===== src/rtl/factor_disp_pkg.sv =====
// Shared types and constants for the factor display sequencer.
// Included by every file of the block; FACTOR_DISP_GAP_EN selects the blank gap between factors.
package factor_disp_pkg;

    localparam int IDX_W = 4;
    localparam logic [IDX_W-1:0] BLANK   = 4'hF;
    localparam logic [IDX_W-1:0] DASH    = 4'h0;
    localparam logic [IDX_W-1:0] MAX_IDX = 4'd9;

    typedef enum logic [1:0] {
        IDLE    = 2'd0,
        COLLECT = 2'd1,
        SHOW    = 2'd2,
        GAP     = 2'd3
    } state_t;

    // Only indices 1..MAX_IDX name a real prime; anything else is dropped on entry.
    function automatic logic is_factor(input logic [IDX_W-1:0] idx);
        return (idx != '0) && (idx <= MAX_IDX);
    endfunction

endpackage


===== src/rtl/factor_disp_seq_timer.sv =====
// Down counter that reports terminal count; provides the SHOW and GAP hold durations.
// A load overrides counting; the count parks at zero until the next load.
module disp_hold_timer #(
    parameter int W = 3
) (
    input  logic         clk,
    input  logic         rst,
    input  logic         load,
    input  logic [W-1:0] load_val,
    input  logic         en,
    output logic         tc
);

    logic [W-1:0] cnt;

    always_ff @(posedge clk or posedge rst) begin
        if (rst) begin
            cnt <= '0;
        end else if (load) begin
            cnt <= load_val;
        end else if (en && (cnt != '0)) begin
            cnt <= cnt - W'(1);
        end
    end

    assign tc = (cnt == '0);

endmodule


===== src/rtl/factor_disp_seq.sv =====
// Collects prime-factor indices from the factorization engine and cycles them on a digit display.
// Define FACTOR_DISP_GAP_EN to insert a blank gap of HOLD_CYC/4 cycles between displayed factors.
module factor_disp_seq
    import factor_disp_pkg::*;
#(
    parameter int DEPTH    = 8,
    parameter int HOLD_CYC = 50_000_000
) (
    input  logic             CLK,
    input  logic             RST,
    input  logic             START,
    input  logic             FVALID,
    input  logic [IDX_W-1:0] FIDX,
    output logic             FREADY,
    input  logic             FDONE,
    output logic [IDX_W-1:0] DOUT,
    output logic             SHOWING,
    output logic             OVF,
    output logic [1:0]       DBG_STATE
);

    // Handshake: a factor transfers on a rising edge where FVALID and FREADY are both high;
    // FVALID while the list is full still completes from the engine's view, sets OVF and is lost.

    localparam int AW = $clog2(DEPTH);
    localparam int CW = AW + 1;
    localparam int TW = $clog2(HOLD_CYC);
    localparam logic [TW-1:0] HOLD_LD = TW'(HOLD_CYC - 1);
`ifdef FACTOR_DISP_GAP_EN
    localparam int GAP_CYC = (HOLD_CYC / 4 > 0) ? HOLD_CYC / 4 : 1;
    localparam logic [TW-1:0] GAP_LD = TW'(GAP_CYC - 1);
`endif

    state_t           state, state_n;
    logic [CW-1:0]    count, count_n;
    logic [AW-1:0]    rd_ptr, rd_n, rd_wrap;
    logic [IDX_W-1:0] list [DEPTH];
    logic             ovf_n, fready_n, showing_n;
    logic [IDX_W-1:0] dout_n;
    logic             full, accept, wr_en;
    logic [AW-1:0]    wr_idx;
    logic             tmr_load, tmr_en, tmr_tc;
    logic [TW-1:0]    tmr_val;

    disp_hold_timer #(.W(TW)) u_timer (
        .clk      (CLK),
        .rst      (RST),
        .load     (tmr_load),
        .load_val (tmr_val),
        .en       (tmr_en),
        .tc       (tmr_tc)
    );

    assign full    = (count == CW'(DEPTH));
    assign accept  = (state == COLLECT) && FVALID && !full;
    assign wr_idx  = count[AW-1:0];
    assign rd_wrap = ({1'b0, rd_ptr} == (count - CW'(1))) ? '0 : rd_ptr + AW'(1);

    always_comb begin
        state_n  = state;
        count_n  = count;
        rd_n     = rd_ptr;
        ovf_n    = OVF;
        wr_en    = 1'b0;
        tmr_load = 1'b0;
        tmr_en   = 1'b0;
        tmr_val  = HOLD_LD;

        if (START) begin
            state_n  = COLLECT;
            count_n  = '0;
            rd_n     = '0;
            ovf_n    = 1'b0;
            tmr_load = 1'b1;
            tmr_val  = '0;
        end else begin
            case (state)
                IDLE: begin
                end
                COLLECT: begin
                    if (accept && is_factor(FIDX)) begin
                        wr_en   = 1'b1;
                        count_n = count + CW'(1);
                    end
                    if (FVALID && full) begin
                        ovf_n = 1'b1;
                    end
                    if (FDONE) begin
                        state_n  = SHOW;
                        rd_n     = '0;
                        tmr_load = 1'b1;
                    end
                end
                SHOW: begin
                    // An empty list shows the dash forever, so the timer is left idle.
                    if (count != '0) begin
                        tmr_en = 1'b1;
                        if (tmr_tc) begin
                            tmr_load = 1'b1;
`ifdef FACTOR_DISP_GAP_EN
                            state_n = GAP;
                            tmr_val = GAP_LD;
`else
                            rd_n = rd_wrap;
`endif
                        end
                    end
                end
`ifdef FACTOR_DISP_GAP_EN
                GAP: begin
                    tmr_en = 1'b1;
                    if (tmr_tc) begin
                        state_n  = SHOW;
                        rd_n     = rd_wrap;
                        tmr_load = 1'b1;
                    end
                end
`endif
                default: state_n = IDLE;
            endcase
        end

        // Outputs are decoded from the next state so they register on the same edge as it.
        dout_n = BLANK;
        if (state_n == SHOW) begin
            if (count_n == '0) begin
                dout_n = DASH;
            end else if (wr_en && (wr_idx == rd_n)) begin
                dout_n = FIDX;
            end else begin
                dout_n = list[rd_n];
            end
        end
        fready_n  = (state_n == COLLECT) && (count_n < CW'(DEPTH));
        showing_n = (state_n == SHOW) || (state_n == GAP);
    end

    always_ff @(posedge CLK or posedge RST) begin
        if (RST) begin
            state   <= IDLE;
            count   <= '0;
            rd_ptr  <= '0;
            OVF     <= 1'b0;
            DOUT    <= BLANK;
            FREADY  <= 1'b0;
            SHOWING <= 1'b0;
            for (int i = 0; i < DEPTH; i++) begin
                list[i] <= '0;
            end
        end else begin
            state   <= state_n;
            count   <= count_n;
            rd_ptr  <= rd_n;
            OVF     <= ovf_n;
            DOUT    <= dout_n;
            FREADY  <= fready_n;
            SHOWING <= showing_n;
            if (wr_en) begin
                list[wr_idx] <= FIDX;
            end
        end
    end

    assign DBG_STATE = state;

endmodule


===== config.mk =====
export PLATFORM = sky130hd
export DESIGN_NAME = factor_disp_seq
export DESIGN_NICKNAME = d
export VERILOG_FILES = /design/src/rtl/factor_disp_pkg.sv /design/src/rtl/factor_disp_seq_timer.sv /design/src/rtl/factor_disp_seq.sv
export SDC_FILE = /design/constraint.sdc
export NUM_CORES = 1
export LEC_CHECK = 0
export CAP_MARGIN = 40
export CORE_MARGIN = 8
export CORE_UTILIZATION = 50
export CTS_CLUSTER_DIAMETER = 40
export DETAILED_ROUTE_END_ITERATION = 8
export PLACE_DENSITY = 0.68
export SYNTH_ARGS = -nofsm -noshare
export SYNTH_HDL_FRONTEND = slang
export SYNTH_HIERARCHICAL = 1
export SYNTH_SLANG_ARGS = --single-unit

===== constraint.sdc =====
create_clock -name CLK -period 7.58 [get_ports CLK]
set_input_delay 1.895 -clock CLK [delete_from_list [all_inputs] [get_ports CLK]]
set_output_delay 1.895 -clock CLK [all_outputs]
set_load 0.01 [all_outputs]

# Yosys cells after proc, flatten, opt, wreduce, memory -nomap -nowiden
# Index checks and enable logic that the tools add are counted.
[word_totals] regBits=74 out_inout_bits=9 elab_cells=95 inputBits=9
[op_classes] n_addsub=4 reduce_logical=22 n_lt_le_gt_ge=5 n_eq_ne=8 mux=38 n_bitwise=2
[op_table] cell="2-to-1 mux 26 bit" n=3
[op_table] cell="2-to-1 mux 4 bit" n=9
[op_table] cell="bitwise mux 32 bit" n=1
[op_table] cell="logical NOT 26 bit" n=1
[op_table] cell="nonzero test 26 bit" n=1
[op_table] cell="subtractor 26 x 1 -> 26 bit (second input constant)" n=1
[op_table] cell="2-to-1 mux 3 bit" n=5
[op_table] cell="2-to-1 mux 1 bit" n=13
[op_table] cell="binary-select mux 4 bit (select 3 bit)" n=1
[op_table] cell="demux 4 bit (select 3 bit)" n=1
[op_table] cell="logical AND 1 bit" n=9
[op_table] cell="greater-or-equal comparator 4 bit (second input constant)" n=2
[op_table] cell="NOT 3 -> 4 bit" n=2
[op_table] cell="nonzero test 4 bit" n=2
[op_table] cell="equality test 2 bit (second input constant)" n=3
[op_table] cell="one-hot mux 3 bit (2 select lines)" n=1
[op_table] cell="nonzero test 2 bit" n=3
[op_table] cell="adder 4 x 1 -> 4 bit (second input constant)" n=1
[op_table] cell="equality test 2 x 1 -> 1 bit (second input constant)" n=2
[op_table] cell="equality test 3 x 4 -> 1 bit" n=1
[op_table] cell="equality test 4 bit (second input constant)" n=1
[op_table] cell="less-or-equal comparator 4 bit (second input constant)" n=1
[op_table] cell="logical NOT 4 bit" n=1
[op_table] cell="less-than comparator 4 x 1 -> 1 bit (second input constant)" n=1
[op_table] cell="other kinds (12)" n=13

# Logic depth before layout (Yosys ltp)
# Gate-level depths: netlist of run 1.
[depth] ltp_word=14 depth_mapped=16 mapped_depth_nobuf=13

# By module
# The synthesis of run 1 kept the hierarchy.
[modules_own_cells] mod="factor_disp_seq" instances=1 cells_each=242 area_per_inst_um2=2741.4 seq_area_each_um2=1206.2
[modules_own_cells] mod="disp_hold_timer" instances=1 cells_each=184 area_per_inst_um2=1646.6 seq_area_each_um2=650.6

# Worst setup path before layout of run 1
# No wires, ideal clock.
[synth_path] path_kind="in2reg" start="input FIDX[2]" end="register DOUT[0]" setup_slack_ns=3.431 n_path_buf=2 t_arrival_ns=4.066 cell_stages=10 required_time_ns=7.497 setup_ns=0.083 path_cell_list="clkbuf_1 o21a_1 or4_1 buf_6 nor2_8 o2111ai_1 or4_4 a21oi_4 nor2_2 a221o_1"
[synth_via] elab_chain_len=10 elab_cells_between_ends=15 classes_between="1 x order compare; 9 x mux; 5 x reduce/logical"
[synth_lines] item="from (decl)" line="factor_disp_seq.sv:13" rtl="input logic [IDX_W-1:0] FIDX,"
[synth_lines] item="less-or-equal comparator 4 bit or nonzero test 4 bit (tied branches)" line="factor_disp_pkg.sv:19" rtl="return (idx != '0) && (idx <= MAX_IDX);"
[synth_lines] item="logical AND 1 bit *" line="factor_disp_pkg.sv:19"
[synth_lines] item="logical AND 1 bit *" line="factor_disp_seq.sv:81" rtl="if (accept && is_factor(FIDX)) begin"
[synth_lines] item="2-to-1 mux 1 bit" line="factor_disp_seq.sv:81"
[synth_lines] item="2-to-1 mux 1 bit" line="factor_disp_seq.sv:77" rtl="case (state)"
[synth_lines] item="2-to-1 mux 1 bit" line="factor_disp_seq.sv:69" rtl="if (START) begin"
[synth_lines] item="logical AND 1 bit" line="factor_disp_seq.sv:128" rtl="end else if (wr_en && (wr_idx == rd_n)) begin"
[synth_lines] item="2-to-1 mux 4 bit" line="factor_disp_seq.sv:128"
[synth_lines] item="2-to-1 mux 4 bit *" line="factor_disp_seq.sv:126" rtl="if (count_n == '0) begin"
[synth_lines] item="2-to-1 mux 4 bit *" line="factor_disp_seq.sv:125" rtl="if (state_n == SHOW) begin"
[synth_lines] item="via dout_n[0]" line="factor_disp_seq.sv:39" rtl="logic [IDX_W-1:0] dout_n;"
[synth_lines] item="to (signal assigned)" line="factor_disp_seq.sv:155" rtl="DOUT <= dout_n;"
[synth_lines] item="to (decl)" line="factor_disp_seq.sv:16" rtl="output logic [IDX_W-1:0] DOUT,"
# Mark *: on every way through the listed nets, which the timed path passes. The rest lies on a longest branch.
# A chain may end at the register's enable or synchronous reset.

# Worst setup path after layout of run 1
[layout_path] start="input START" end="register u_timer.cnt[23]"
[layout_via] elab_chain_len=3 elab_cells_between_ends=6 classes_between="4 x mux; 2 x reduce/logical"
[layout_lines] item="from (decl)" line="factor_disp_seq.sv:11" rtl="input logic START,"
[layout_lines] item="2-to-1 mux 1 bit" line="factor_disp_seq.sv:69"
[layout_lines] item="via tmr_en" line="factor_disp_seq.sv:42" rtl="logic tmr_load, tmr_en, tmr_tc;"
[layout_lines] item="logical AND 1 bit" line="factor_disp_seq_timer.sv:21" rtl="end else if (en && (cnt != '0)) begin"
[layout_lines] item="nonzero test 2 bit (no source line)"
[layout_lines] item="to (signal assigned)" line="factor_disp_seq_timer.sv:20" rtl="cnt <= load_val;"
[layout_lines] item="to (signal assigned)" line="factor_disp_seq_timer.sv:22" rtl="cnt <= cnt - W'(1);"
[layout_lines] item="to (decl)" line="factor_disp_seq_timer.sv:14" rtl="logic [W-1:0] cnt;"
# The timed path passes the listed nets, and every way through them passes these cells.

==> out/metrics.yaml, run 1 <==
run_status:
  outcome: "complete, no violations"
sta:
  setup_ws_ns: 2.91
  fmax_ghz: 0.214
  skew_ns: 0.00860
  drv_slew: 0
  hold_violations: 0
  post-route-period-util_pct: 61.7
  rsz0062_at_grt: "no"
  relSlewSlack_pct: 44.9
  worst_pin_slew_ns: 0.821
  fin_crit_ns: 4.67
  setup_viol: 0
  tns_ns: 0
setup_path:
  endpoint_kind: "register"
  crit_required_ns: 7.86
  crit_fanout: 26
  crit_arrival_ns: 4.96
  critPathLaunchType: "input pin"
  crit_type: "input pin to register"
cells_and_area:
  num-fill-cells: 755
  layout.nets: 458
  final_area_sq_mm: 0.00486
  antenna_cells: 0
  multi_input_area_sq_mm: 0.00235
  drive_above_1_share_pct: 19.7
  area_delta_synth_final_pct: 10.7
  register_area_sq_mm: 0.00186
  utilization_pct: 56.3
place:
  io_buffers: 17
  pre_cts_ws_ns: 2.57
  gp_congestion: 0.819
  dp_hpwl_um: 7000
  placedInstanceArea_sq_mm: 0.00465
power:
  p_leak_nw: 2.11
  peakVddDrop_mv: 0.135
  powerDensity_mw_per_mm2: 202
cts:
  clkLatencyLatePin_ns: 0.36
  root_buffer: "clkbuf_8"
  cts_max_path_buffers: 2
  clkSinkCount: 74
  ctsHoldBuffers: 0
  cts_tree: "done"
  post_cts.repair.setup_buffers: 0
  htree_num_levels: 3
  ctsResizeCount: 0
  numCtsBuffers: 9
  clkTransAtPathRegs_ns: 0.08
worst_hold_path:
  hold_class: "register to register"
route:
  drc: 0
  drt_pass1_iterations: 4
  drt_wl_total_um: 9900
  vias: 3352
  via_per_inst: 6.05
  wl_per_cell_um: 17.9
  drtIter0Drc: 216
  ant_nets: 0
die:
  dieHeight_um: 110
  die_w_um: 110
  rows: 34
  dieArea_sq_mm: 0.0120
  io_pins: 18
  initial_utilization_pct: 50.8
  fp.coreArea_sq_mm: 0.00864
flow_run:
  cap_violations: 0
grt:
  grt_pass1_vias: 3306
  antenna_found_initial: 0
  grt_use_total_pct: 17.6
  grt_max_degree: 38
  gr-total-overflow: 0
  grt_pass1_wl_um: 16700
synthesis:
  ys_top_cells_by_area: "dfrtp_1 40%, mux2_2 10%, mux2i_1 3.0%, nor2_1 2.7%, dfstp_2 2.4%"
  seq_area_frac_synth_pct: 42.3
  yosysTopAreaCellShare_pct: 39.9
  synth_area_leader_cell: "dfrtp_1"
  syn_inst: 426
  synth-seq-cells: 74
  yosysWarnings: 6
  syn-cell-area_sq_mm: 0.00439
  dominantRegCellSynth: "dfrtp_1"
  synth_edf_count: 0
  synth_cell_types: 69
  synthArstFlopShare_pct: 100
  syn_avg_cell_area_sq_um: 10.3
final cells by class:
class	count	area share, %
timing repair buffer	21	4.87
clock buffer	10	2.83
multi-input combinational	316	48.3
sequential	74	38.2
tap	108	2.78
clock inverter	6	1.49
inverter	19	1.47
path summary, 6_finish.rpt:
check | startpoint | end | slack (ns) | cells after the start
min in group asynchronous | RST | list[16] | 1.82 | 2
worst max-delay path | START | u_timer/cnt[23] | 2.91 | 6
worst max register to register | u_timer/cnt[0] | DOUT[1] | 3.17 | 14
max in group asynchronous | RST | DOUT[3] | 5.21 | 3
worst min register to register | list[14] | list[14] | 0.51 | 1
worst min-delay path | list[14] | list[14] | 0.51 | 1
layout by cell type (no fill, tap or decap), types with 10 or more instances in the layout:
master	count
clkdlybuf4s50_1	17
mux2i_1	13
clkbuf_8	10
o21ai_0	16
nor3_1	16
xor2_1	11
dfrtp_1	70
mux2_2	39
inv_1	15
or3_1	10
nand2_1	26
or4_1	11
nor2_1	32
a31oi_1	10
layer usage:
layer  wire (um)  GRT usage (%)  vias up
met5           0              0        -
met4         284           9.16        0
met3         277           2.93       23
met2        5000           29.1       59
met1        4330           21.8     1654
li1            -              -     1616
through the flow:
step	cells	hold slack, ns	power, mW
detailed placement	538	0.496	0.666
finish	554	0.512	0.983
global route	554	0.528	1.04
floorplan	433	0.479	0.613
global placement	535	0.490	0.656
CTS	554	0.516	0.994
registers in the layout, summed over array words and instances, names as in the netlist:
signal	cells
DOUT	4
u_timer/cnt	26
FREADY	1
list	32
count	4
SHOWING	1
rd_ptr	3
OVF	1
DBG_STATE	2
power by group:
group | switching [mW] | internal, mW
clock network | 0.160 | 0.164
logic | 0.0908 | 0.0868
registers | 0.0401 | 0.441
total | 0.291 | 0.692
kinds of logic after synthesis:
logic type / Yosys count / share of synthesized area, %
mux: 53 / 13.3
simple gates: 147 / 19.4
other cells: 1 / 0.0855
fa+ha+maj: 8 / 2.28
xor+xnor: 19 / 3.79
buf+inv: 43 / 4.76
flops: 74 / 42.3
compound gates: 81 / 14.0
Yosys cell counts (all sizes together) (2+ instances only):
cell type,instances
o21ai,20
o211ai,8
o2111ai,4
mux2,40
o31ai,6
a22oi,3
a221oi,6
and2,2
o22ai,2
nor4,7
nor2b,5
nand3,7
o311ai,3
a21oi,4
or4b,3
xor2,11
inv,18
nor3,19
nand4,4
nand2,26
dfrtp,70
o41a,2
or3,10
and3,3
dfstp,4
buf,13
or4,13
ha,8
nor2,34
nor3b,2
a221o,3
mux2i,13
a31oi,10
clkbuf,11
xnor2,8
o41ai,4
and3b,2
or2,3
worst max-delay path, cell delays in order:
cell             delay, ns
clkdlybuf4s50_1       0.69
inv_2                 0.53
and3_1                0.61
o21ai_2               0.35
or4b_2                0.70
a31oi_1               0.17
Power figures use the tool's default switching activity.
==> inputs of run 2 (changes only) <==
==> constraint.sdc (replaced) <==
create_clock -name CLK -period 4.7 [get_ports CLK]
set_input_delay 1.175 -clock CLK [delete_from_list [all_inputs] [get_ports CLK]]
set_output_delay 1.175 -clock CLK [all_outputs]
set_load 0.01 [all_outputs]
==> run 2 against run 1 <==
Effect of this change: final cell count is 1.3% higher; non-clock buffer count up 7; clock-buffer cell count did not move; wire length rose by 4.0%; final area is 1.1% higher; sequential cell count unchanged; first-iteration DRC count is 14% higher; sequential share of layout area shrank 0.43 points; largest cell class unchanged.
==> out/metrics.yaml, run 2 (same netlist as run 1, synthesis figures left out) <==
run_status:
  outcome: "complete, no violations"
sta:
  setup_ws_ns: 0.456  # -2.45 ns
  drv_slew: 0  # unchanged
  relSlewSlack_pct: 50.7  # +5.8 points
  rsz0062_at_grt: "no"
  tns_ns: 0  # unchanged
  worst_pin_slew_ns: 0.740  # -0.0808 ns
  fmax_ghz: 0.236
  hold_violations: 0  # unchanged
  skew_ns: 0.0116  # +0.00296 ns
  hold_slack_ns: 0.510  # -0.00246 ns
  post-route-period-util_pct: 90.3
  setup_viol: 0  # unchanged
  fin_crit_ns: 4.24
grt:
  grt_max_degree: 40  # +5.3%
  grt_pass1_vias: 3419  # +3.4%
  antenna_found_initial: 0  # unchanged
  gr-total-overflow: 0  # unchanged
  grt_pass1_wl_um: 17300  # +4.1%
  grt_use_total_pct: 18.3  # +0.65 points
power:
  peakVddDrop_mv: 0.213  # +57%
  p_leak_nw: 2.14  # +1.5%
  powerDensity_mw_per_mm2: 332  # +64%
die:
  fp.coreArea_sq_mm: 0.00864  # unchanged
  dieArea_sq_mm: 0.0120  # unchanged
  initial_utilization_pct: 50.8  # unchanged
  rows: 34  # unchanged
  die_w_um: 110  # unchanged
  io_pins: 18  # unchanged
  dieHeight_um: 110  # unchanged
route:
  highest_layer: "met4"
  vias: 3426  # +2.2%
  drt_wl_total_um: 10300  # +4.0%
  wl_per_cell_um: 18.3  # +2.7%
  drc: 0  # unchanged
  wl_met2_um: 5170  # +3.4%
  wl_met1_um: 4660  # +7.7%
  ant_nets: 0  # unchanged
  drt_pass1_iterations: 5  # +1
  drtIter0Drc: 247  # +14%
  wl_met3_um: 306  # +10%
  via_per_inst: 6.11  # +0.93%
cts:
  clkLatencyLatePin_ns: 0.36  # about the same
  clkTransAtPathRegs_ns: 0.09  # about the same
  post_cts.repair.setup_buffers: 0  # unchanged
  clkSinkCount: 74  # unchanged
  ctsHoldBuffers: 0  # unchanged
  numCtsBuffers: 9  # unchanged
  ctsResizeCount: 0  # unchanged
  cts_tree: "done"
  cts_max_path_buffers: 2  # unchanged
  htree_num_levels: 3  # unchanged
  root_buffer: "clkbuf_8"
place:
  dp_hpwl_um: 7200  # +2.8%
  pre_cts_ws_ns: 0.448  # -2.13 ns
  io_buffers: 17  # unchanged
  gp_congestion: 0.869  # +6.2%
  placedInstanceArea_sq_mm: 0.00470  # +1.0%
setup_path:
  endpoint_kind: "register"
  critPathLaunchType: "register"
  crit_type: "register to register"
  crit_fanout: 15  # -42%
  worstPathCellList: "inv_1 -> ha_1 -> or4b_1 -> or4_4 -> nor2_1 -> nor2b_1 -> o41ai_2 -> nor2_1 -> a41oi_2 -> buf_4 -> mux2i_1 -> a221oi_1 -> a221o_1"
  crit_arrival_ns: 4.53  # -0.43 ns
  crit_required_ns: 4.99  # -2.87 ns
  path_delay_family: "simple AND/OR/NAND/NOR gates"
  slowest_delay_ns: 0.67  # -0.03 ns
  slowest_stage: "or4_4"
  cpMostUsedCell: "nor2_1"
  critical_path_buf_inv_count: 2  # unchanged
worst_hold_path:
  hold_class: "register to register"
cells_and_area:
  reg.largest.list: "list x32, u_timer/cnt x26"
  largest_reg_flops: 32  # unchanged
  antenna_cells: 0  # unchanged
  regMostFlops: "list"
  mostFrequentLayoutCells: "70 x dfrtp_1, 39 x mux2_2, 32 x nor2_1"
  final_area_sq_mm: 0.00491  # +1.1%
  drive_above_1_share_pct: 20.8  # +1.0 points
  final_common_cell: "dfrtp_1"
  area_delta_synth_final_pct: 12.0
  layout.nets: 465  # +1.5%
  num-fill-cells: 743  # -1.6%
flow_run:
  cap_violations: 0  # unchanged
## run 2: path summary, 6_finish.rpt
path / cells after the start / endpoint / from / slack [ns]
worst max-delay path: 13 / DOUT[3] / u_timer/cnt[0] / 0.46
max in group asynchronous: 3 / u_timer/cnt[17] / RST / 3.03
worst min-delay path: 1 / list[26] / list[26] / 0.51
worst max register to register: 13 / DOUT[3] / u_timer/cnt[0] / 0.46
min in group asynchronous: 2 / list[12] / RST / 1.09
worst min register to register: 1 / list[26] / list[26] / 0.51
## run 2: cell type report
type | instances | area [sq um] | area share [%]
clock inverters | 6 | 88.8 | 1.81
multi-input cells | 316 | 2350 | 47.8
flip-flops and latches | 74 | 1860 | 37.8
repair buffers | 28 | 285 | 5.81
inverters | 19 | 71.3 | 1.45
well taps | 108 | 135 | 2.75
clock buffers | 10 | 128 | 2.60
## run 2: routing by layer
metal / global-route usage (%) / vias up
li1: - / 1621
met1: 23.6 / 1711
met2: 30.4 / 76
met3: 3.28 / 18
met4: 5.88 / 0
met5: 0 / -
## run 2: per-stage QoR
stage / power [mW] / util (%) / instances
2_1_floorplan: 0.988 / - / 433
3_3_place_gp: 1.06 / 53.8 / 543
3_5_place_dp: 1.08 / 54.4 / 545
4_1_cts: 1.64 / 56.9 / 561
5_1_grt: 1.70 / 56.9 / 561
6_report: 1.63 / 56.9 / 561
## run 2: where the power goes
part	total, mW	switching, mW	internal [mW]
Combinational	0.298	0.156	0.142
Sequential	0.774	0.0628	0.711
Clock	0.559	0.259	0.300
==> inputs of run 3 (changes only) <==
--- a/config.mk
+++ b/config.mk
@@ -11,6 +11,7 @@
 export CTS_CLUSTER_DIAMETER = 40
 export DETAILED_ROUTE_END_ITERATION = 8
 export PLACE_DENSITY = 0.68
+export RECOVER_POWER = 25
 export SYNTH_ARGS = -nofsm -noshare
 export SYNTH_HDL_FRONTEND = slang
 export SYNTH_HIERARCHICAL = 1
==> run 3 against run 2 <==
Effect of this change: the run now ends with capacitance limit, slew limit left; final cell count unchanged; worst hold slack unchanged; final area down 0.33%; largest cell class unchanged.
==> out/metrics.yaml, run 3 (same netlist as run 1, synthesis figures left out) <==
sta:
  fmax_ghz: 0.236  # about the same
  setup_viol: 0  # unchanged
  post-route-period-util_pct: 90.2  # about the same
  worst_pin_slew_ns: 2.10  # +1.36 ns
  fin_crit_ns: 4.24  # -0.00323 ns
  tns_ns: 0  # unchanged
  drv_slew: 40  # +40
  skew_ns: 0.0116  # -0.000000700 ns
  relSlewSlack_pct: -40.1  # -91 points
  hold_violations: 0  # unchanged
  rsz0062_at_grt: "no"
  setup_ws_ns: 0.459  # +0.00323 ns
flow_run:
  cap_violations: 1  # +1
setup_path:
  rr_worst_depth: 13  # unchanged
  critPathLaunchType: "register"
  crit_fanout: 15  # unchanged
  crit_arrival_ns: 4.53  # about the same
  crit_required_ns: 4.99  # about the same
  worstReg2RegEnd: "DOUT[3]"
  r2r_slack_ns: 0.46  # about the same
  crit_type: "register to register"
  r2r-start: "u_timer/cnt[0]"
  endpoint_kind: "register"
worst_hold_path:
  min_path_cells: 1  # unchanged
  whs_endpoint: "list[26]"
  min_from: "list[26]"
  hold_class: "register to register"
route:
  via_per_inst: 6.11  # about the same
  wl_met1_um: 4650  # -0.28%
  wl_per_cell_um: 18.3  # about the same
  vias: 3429  # +0.088%
  wl_met3_um: 317  # +3.6%
  highest_layer: "met4"
  drt_wl_total_um: 10300  # about the same
  drt_pass1_iterations: 5  # unchanged
  wl_met2_um: 5170  # about the same
  drc: 0  # unchanged
  ant_nets: 0  # unchanged
  drtIter0Drc: 247  # unchanged
cells_and_area:
  final_common_cell: "dfrtp_1"
  regMostFlops: "list"
  layout.nets: 465  # unchanged
  drive_above_1_share_pct: 20.3  # -0.44 points
  mostFrequentLayoutCells: "70 x dfrtp_1, 39 x mux2_2, 32 x nor2_1"
  final_area_sq_mm: 0.00490  # -0.33%
  fin_cells: 561  # unchanged
  reg.largest.list: "list x32, u_timer/cnt x26"
  antenna_cells: 0  # unchanged
  area_delta_synth_final_pct: 11.6
  largest_reg_flops: 32  # unchanged
grt:
  grt_pass1_vias: 3419  # unchanged
  grt_use_total_pct: 18.3  # unchanged
  antenna_found_initial: 0  # unchanged
  grt_pass1_wl_um: 17300  # unchanged
  gr-total-overflow: 0  # unchanged
  grt_max_degree: 40  # unchanged
power:
  powerDensity_mw_per_mm2: 333  # +0.19%
  fin_total_pwr_mw: 1.63  # -0.14%
  peakVddDrop_mv: 0.213  # about the same
  p_leak_nw: 2.14  # -0.32%
die:
  rows: 34  # unchanged
  dieArea_sq_mm: 0.0120  # unchanged
  io_pins: 18  # unchanged
  fp.coreArea_sq_mm: 0.00864  # unchanged
  initial_utilization_pct: 50.8  # unchanged
  die_w_um: 110  # unchanged
  dieHeight_um: 110  # unchanged
run_status:
  outcome: "finished, violations left"
  violations: "capacitance limit, slew limit"
cts:
  htree_num_levels: 3  # unchanged
  cts_tree: "done"
  post_cts.repair.setup_buffers: 0  # unchanged
  ctsHoldBuffers: 0  # unchanged
  numCtsBuffers: 9  # unchanged
  clkLatencyLatePin_ns: 0.36  # about the same
  root_buffer: "clkbuf_8"
  cts_max_path_buffers: 2  # unchanged
  clkSinkCount: 74  # unchanged
  ctsResizeCount: 0  # unchanged
  clkTransAtPathRegs_ns: 0.09  # about the same
place:
  placedInstanceArea_sq_mm: 0.00470  # unchanged
  pre_cts_ws_ns: 0.448  # unchanged
  gp_congestion: 0.869  # unchanged
  dp_hpwl_um: 7200  # unchanged
  place_inst: 545  # unchanged
  io_buffers: 17  # unchanged
## run 3: changes by cell type in the layout (fill, tap and decap cells not counted), sizes merged
cell,before,now
clkdlybuf4s50,17,16
buf,11,10
dlygate4sd3,0,1
clkbuf,10,11
## run 3: metrics by stage
stage	utilization, %	hold WS (ns)
2_1_floorplan	-	0.479
4_1_cts	56.9	0.513
5_1_grt	56.7	0.532
6_report	56.7	0.510
3_3_place_gp	53.8	0.489
3_5_place_dp	54.4	0.495
## run 3: cell type report
cell class | count | area (sq um)
Fill cell | 744 | 3740
Multi-Input combinational cell | 316 | 2350
Sequential cell | 74 | 1860
Timing Repair Buffer | 28 | 269
Tap cell | 108 | 135
Clock buffer | 10 | 128
Clock inverter | 6 | 88.8
Inverter | 19 | 71.3
## run 3: critical path, cell delays in order (launching register included)
cell and delay, ns:
dfrtp_1 0.40, inv_1 0.10, ha_1 0.16, or4b_1 0.55, or4_4 0.67, nor2_1 0.33
nor2b_1 0.15, o41ai_2 0.28, nor2_1 0.09, a41oi_2 0.43, buf_4 0.30, mux2i_1 0.27
a221oi_1 0.11, a221o_1 0.34
## run 3: how the worst max path moves through the flow
stage | start | to | slack (ns)
CTS | u_timer/cnt[0] | DOUT[3] | 0.47
finish | u_timer/cnt[0] | DOUT[3] | 0.46
floorplan | u_timer/cnt[0] | DOUT[0] | 0.93
detailed placement | FIDX[2] | DOUT[1] | 0.45
global route | u_timer/cnt[0] | DOUT[3] | 0.14
global placement | FIDX[2] | DOUT[3] | 0.52
## run 3: per-layer routing
metal / track usage [%] / vias up
met5: 0 / -
met4: 5.88 / 0
met3: 3.28 / 18
met2: 30.4 / 80
met1: 23.6 / 1710
li1: - / 1621
## run 3: power by group
group / internal (mW) / total, mW / switching, mW
registers: 0.711 / 0.774 / 0.0628
clock network: 0.300 / 0.559 / 0.259
logic: 0.140 / 0.296 / 0.156
